$ cat src/rtl/hazard_scheduler.sv
// hazard_scheduler: stall / flush / forwarding control for the F/D/E/M/W core.
// Keeps a shadow copy of the E, M and W destination/control state and
// derives hazard controls combinationally from it plus the current D inputs.
// Build option: define FORWARDING_EN to enable E-stage operand forwarding;
// without it, every RAW hit against E or M stalls D instead.
module hazard_scheduler #(
    parameter int CNTW = 16
) (
    input  logic            clk,
    input  logic            reset_n,
    input  logic [6:0]      opcodeD,
    input  logic [4:0]      rs1D,
    input  logic [4:0]      rs2D,
    input  logic [4:0]      rdD,
    input  logic            regwriteD,
    input  logic [1:0]      resultsrcD,
    input  logic            pcsrcE,
    output logic            stallF,
    output logic            stallD,
    output logic            flushD,
    output logic            flushE,
    output logic [1:0]      forwardAE,
    output logic [1:0]      forwardBE,
    output logic [CNTW-1:0] stallcnt
);

    localparam logic [6:0] OP_R      = 7'b0110011;
    localparam logic [6:0] OP_IMM    = 7'b0010011;
    localparam logic [6:0] OP_LOAD   = 7'b0000011;
    localparam logic [6:0] OP_STORE  = 7'b0100011;
    localparam logic [6:0] OP_BRANCH = 7'b1100011;
    localparam logic [6:0] OP_JALR   = 7'b1100111;
    localparam logic [6:0] OP_JAL    = 7'b1101111;

    typedef struct packed {
        logic [4:0] rd;
        logic [4:0] rs1;
        logic [4:0] rs2;
        logic       regwrite;
        logic       isload;
    } e_state_t;

    typedef struct packed {
        logic [4:0] rd;
        logic       regwrite;
    } mw_state_t;

    e_state_t      e_q;
    mw_state_t     m_q, w_q;
    logic [CNTW-1:0] cnt_q;

    logic          use_rs1, use_rs2;
    logic [4:0]    rs1_u, rs2_u;
    logic          haz;

    // Producer in a stage satisfies a consumer read; x0 never matches.
    function automatic logic hit(input logic rw, input logic [4:0] rd, input logic [4:0] rs);
        return rw && (rd != 5'd0) && (rd == rs) && (rs != 5'd0);
    endfunction

    // Source-register usage from the D opcode; lui/auipc read no register,
    // so they fall in the "unknown" bucket along with everything else.
    always_comb begin
        use_rs1 = 1'b0;
        use_rs2 = 1'b0;
        case (opcodeD)
            OP_R, OP_STORE, OP_BRANCH: begin
                use_rs1 = 1'b1;
                use_rs2 = 1'b1;
            end
            OP_IMM, OP_LOAD, OP_JALR: use_rs1 = 1'b1;
            OP_JAL:                   use_rs1 = 1'b0;
            default: ;
        endcase
    end

    assign rs1_u = use_rs1 ? rs1D : 5'd0;
    assign rs2_u = use_rs2 ? rs2D : 5'd0;

`ifdef FORWARDING_EN
    // Only a load in E cannot be forwarded in time; everything else forwards.
    always_comb begin
        haz = e_q.isload && (hit(e_q.regwrite, e_q.rd, rs1_u) ||
                             hit(e_q.regwrite, e_q.rd, rs2_u));
    end

    // Operand select for E: M result beats W result.
    always_comb begin
        forwardAE = 2'b00;
        forwardBE = 2'b00;
        if (hit(m_q.regwrite, m_q.rd, e_q.rs1))      forwardAE = 2'b10;
        else if (hit(w_q.regwrite, w_q.rd, e_q.rs1)) forwardAE = 2'b01;
        if (hit(m_q.regwrite, m_q.rd, e_q.rs2))      forwardBE = 2'b10;
        else if (hit(w_q.regwrite, w_q.rd, e_q.rs2)) forwardBE = 2'b01;
    end
`else
    // No bypass network: any producer still in E or M holds D; W is covered
    // by the write-first register file.
    always_comb begin
        haz = hit(e_q.regwrite, e_q.rd, rs1_u) || hit(e_q.regwrite, e_q.rd, rs2_u) ||
              hit(m_q.regwrite, m_q.rd, rs1_u) || hit(m_q.regwrite, m_q.rd, rs2_u);
    end

    assign forwardAE = 2'b00;
    assign forwardBE = 2'b00;

    // Shadow fields kept for state parity with the forwarding build.
    logic unused_state;
    assign unused_state = ^{e_q.rs1, e_q.rs2, e_q.isload, w_q};
`endif

    // A taken branch makes D wrong-path, so it squashes rather than stalls;
    // reset abandons any pending stall.
    assign stallF   = haz && !pcsrcE && reset_n;
    assign stallD   = stallF;
    assign flushD   = pcsrcE || !reset_n;
    assign flushE   = pcsrcE || haz || !reset_n;
    assign stallcnt = cnt_q;

    // Advance shadow pipeline and count stall cycles (saturating).
    always_ff @(posedge clk) begin
        if (!reset_n) begin
            e_q   <= '0;
            m_q   <= '0;
            w_q   <= '0;
            cnt_q <= '0;
        end else begin
            w_q <= m_q;
            m_q <= '{rd: e_q.rd, regwrite: e_q.regwrite};
            if (flushE) e_q <= '0;
            else        e_q <= '{rd: rdD, rs1: rs1_u, rs2: rs2_u,
                                 regwrite: regwriteD, isload: (resultsrcD == 2'b01)};
            if (stallD && (cnt_q != {CNTW{1'b1}})) cnt_q <= cnt_q + 1'b1;
        end
    end

endmodule

$ cat config.mk
export PLATFORM = sky130hd
export DESIGN_NAME = hazard_scheduler
export DESIGN_NICKNAME = d
export VERILOG_FILES = /design/src/rtl/hazard_scheduler.sv
export SDC_FILE = /design/constraint.sdc
export NUM_CORES = 1
export LEC_CHECK = 0
export ABC_AREA = 0
export CORE_MARGIN = 2
export CORE_UTILIZATION = 48
export DETAILED_ROUTE_END_ITERATION = 10
export GPL_TIMING_DRIVEN = 0
export PLACE_DENSITY = 0.86
export SETUP_SLACK_MARGIN = 0.05
export SLEW_MARGIN = 40
export SYNTH_ARGS = -nofsm -noshare
export SYNTH_HDL_FRONTEND = slang
export SYNTH_SLANG_ARGS = --single-unit
$ cat constraint.sdc
create_clock -name clk -period 3 [get_ports clk]
set_input_delay 0.3 -clock clk [delete_from_list [all_inputs] [get_ports clk]]
set_output_delay 0.3 -clock clk [all_outputs]
set_load 0.005 [all_outputs]
==> metrics.cfg <==
[cts]
cts_buffer_depth = 2
numCtsBuffers = 3
clkSlewWorstSetupHoldPaths_ns = 0.09
cts-root-buf = clkbuf_8
cts_sinks = 28
clk_latency_ns = 0.27
htree_num_levels = 1
cts_tree = done

[synthesis]
syn_avg_cell_area_sq_um = 7.87
ys_async_sr_fraction = 0
ys_warn_count = 0
synth_top_cell_area_share = 0.303
synth_cell_types = 48
synth-edff-count = 0
synth_flop_cell = dfxtp_1
yosys_register_bits = 28
synth_area_leaders = dfxtp_1 30%, or4_1 4.9%, o31ai_1 4.5%
synth_seq_area_share = 0.303
synth_area_leader_cell = dfxtp_1
syn-cell-area_sq_mm = 0.00185
netlist_instances = 235

[layout]
fin_nets = 339
drive_gt1_frac = 0.221
stdcell_area_sq_mm = 0.00277
diodes = 0
final_common_cell = clkdlybuf4s50_1
syn_to_final_growth_pct = 49.6
regArea_sq_um = 569
final_cell_mix = 38 x clkdlybuf4s50_1, 26 x buf_4, 25 x dfxtp_1, 16 x nor2_1, 14 x nand2_1
multiInputGateArea_sq_mm = 0.00132
fillCellCount = 278

[place]
place.gp.congestion = 0.887
io_buffers = 45
dpl_cell_area_sq_mm = 0.00237
dp_hpwl_mm = 3.56

[global_route]
grt_pass1_wl_mm = 8.66
grt_antenna_before_repair = 0
grt_max_degree = 15
grt_overflow_total = 0
first_global_vias = 1975
grt_util_all_layers = 0.248

[route]
routed_wl_mm = 6.11
drt_iter0_markers = 251
first_pass_iters = 6
via_per_inst = 6.20
drc = 0
via_count = 2208
ant_nets = 0
wire_per_inst_um = 17.2

[critical_path]
cp.depth = 9
r2r_slack_ns = 0.23
crit_type = reg -> out
slowest_stage = or4_4
cp-end-kind = output port
worstPathRequired_ns = 2.70
crit_path_end = flushE
cpMostUsedCell = or4_4
crit_family = simple AND/OR/NAND/NOR gates
r2r-end = stallcnt[14]
crit_path_max_fanout = 5
cp_cell_sequence = or4_4 > o21ai_4 > buf_6 > a2111o_1 > a222oi_1 > or4_4 > nor2_2 > inv_1 > clkdlybuf4s15_1
slowest_delay_ns = 0.57
crit_buf_inv = 3
startpoint = m_q[3]
crit_path_start_kind = register
r2r_cells = 10
r2r_start = m_q[3]
arrival_ns = 2.58

[power]
pwr-share-seq = 0.511
powerDensity_mw_per_mm2 = 273
combPwrFrac = 0.229
ir_drop_v = 0.000182
p_sw_uw = 201
internal_power_uw = 553
swShare = 0.267
leakagePower_nw = 1.06
p_clk_frac = 0.260

[sta]
slew_viol_final = 0
finClkSkew_ns = 0.00444
slew-limit-headroom = 0.571
final.min_clock_period_ns = 2.88
tightestPinTransition_ns = 0.639
rsz0062_at_grt = false
fmax_mhz = 347
tns_ns = 0
setup_viol = 0
post-route-period-util = 0.960
finalHoldViolations = 0

[outcome]
outcome = finished clean

[floorplanning]
initial_core_util = 0.502
ioPinCount = 52
rows = 22
die_x_um = 66.1
core_sq_mm = 0.00369
chipHeight_um = 66.1
dieArea_sq_mm = 0.00437

[hold_path]
holdCritPathClass = reg -> reg

[run]
cap_violations = 0

state kept, by name, indices dropped and copies added, names as in the netlist:
signal and cells:
e_q 6, stallcnt 16, m_q 6
power groups by stage:
| stage | clock (mW) | sequential, mW | combinational [mW] |
|---|---|---|---|
| after floorplan | 0 | 0.391 | 0.0742 |
| after global placement | 0 | 0.393 | 0.137 |
| after detailed placement | 0 | 0.393 | 0.138 |
| after CTS | 0.203 | 0.387 | 0.149 |
| after global routing | 0.220 | 0.386 | 0.185 |
| final | 0.196 | 0.385 | 0.173 |
synthesized netlist by cell type (7+ instances only):
| master | n |
|---|---|
| and2_1 | 9 |
| nand2_1 | 15 |
| nor4bb_1 | 7 |
| or4_1 | 12 |
| o21ai_0 | 11 |
| nand3_1 | 9 |
| a21oi_1 | 15 |
| dfxtp_1 | 28 |
| inv_1 | 10 |
| o31ai_1 | 11 |
| xnor2_1 | 7 |
| nor2_1 | 17 |
| and3_1 | 10 |
metal layers:
layer  share of wire  GRT usage
met2            0.50      0.431
met1            0.41      0.300
met3           0.068     0.0426
met4           0.025      0.102
met5               0          0
timing repair:
action                                  CTS  global route
pin swaps                                18            17
endpoints found under the setup margin    3            17
hold buffers                              0             0
gates resized for setup                  19            32
gates cloned                              0             1
setup buffers                            11            14
metrics by stage:
step	cells	hold slack, ns	total power [mW]	util	worst slack [ns]
after CTS	343	0.462	0.739	0.692	0.0288
after global placement	331	0.439	0.530	0.643	-0.315
after floorplan	238	0.416	0.466	-	0.571
after detailed placement	331	0.450	0.532	0.643	-0.320
final	356	0.486	0.755	0.750	0.120
after global routing	356	0.499	0.791	0.750	0.0459
worst register-to-register path: stages, from the launching register on:
cell      delay, ns
dfxtp_4        0.37
or4_4          0.55
o21ai_4        0.16
buf_4          0.14
a221oi_1       0.04
o211a_1        0.16
buf_4          0.15
nor4_4         0.45
clkbuf_1       0.37
o21ai_0        0.17
a21oi_1        0.15
logic make-up (layout without fill, tap and decap cells):
family | Yosys count | after routing | share of synthesized area
AND/OR/NAND/NOR | 109 | 109 | 0.352
AO/OA/AOI/OAI | 62 | 62 | 0.224
flip-flops | 28 | 28 | 0.303
buffers and inverters | 25 | 95 | 0.0690
XOR/XNOR | 8 | 8 | 0.0379
adder cells (fa/ha/maj) | 1 | 1 | 0.00676
other | 1 | 4 | 0.00203
multiplexers | 1 | 1 | 0.00541
how the worst min path moves through the flow:
stage / start / endpoint / cells past startpoint
6_report: e_q[1] / m_q[0] / 2
5_1_grt: e_q[1] / m_q[0] / 2
4_1_cts: e_q[1] / m_q[0] / 2
3_5_place_dp: e_q[1] / m_q[0] / 2
3_3_place_gp: e_q[1] / m_q[0] / 2
2_1_floorplan: e_q[1] / m_q[0] / 2
cell type report:
type	instances	share of cell area
flip-flops and latches	28	0.206
clock buffers	3	0.0149
well taps	48	0.0217
multi-input cells	185	0.476
inverters	10	0.0136
plain buffers	13	0.0325
repair buffers	69	0.235
Power figures use the tool's default switching activity.
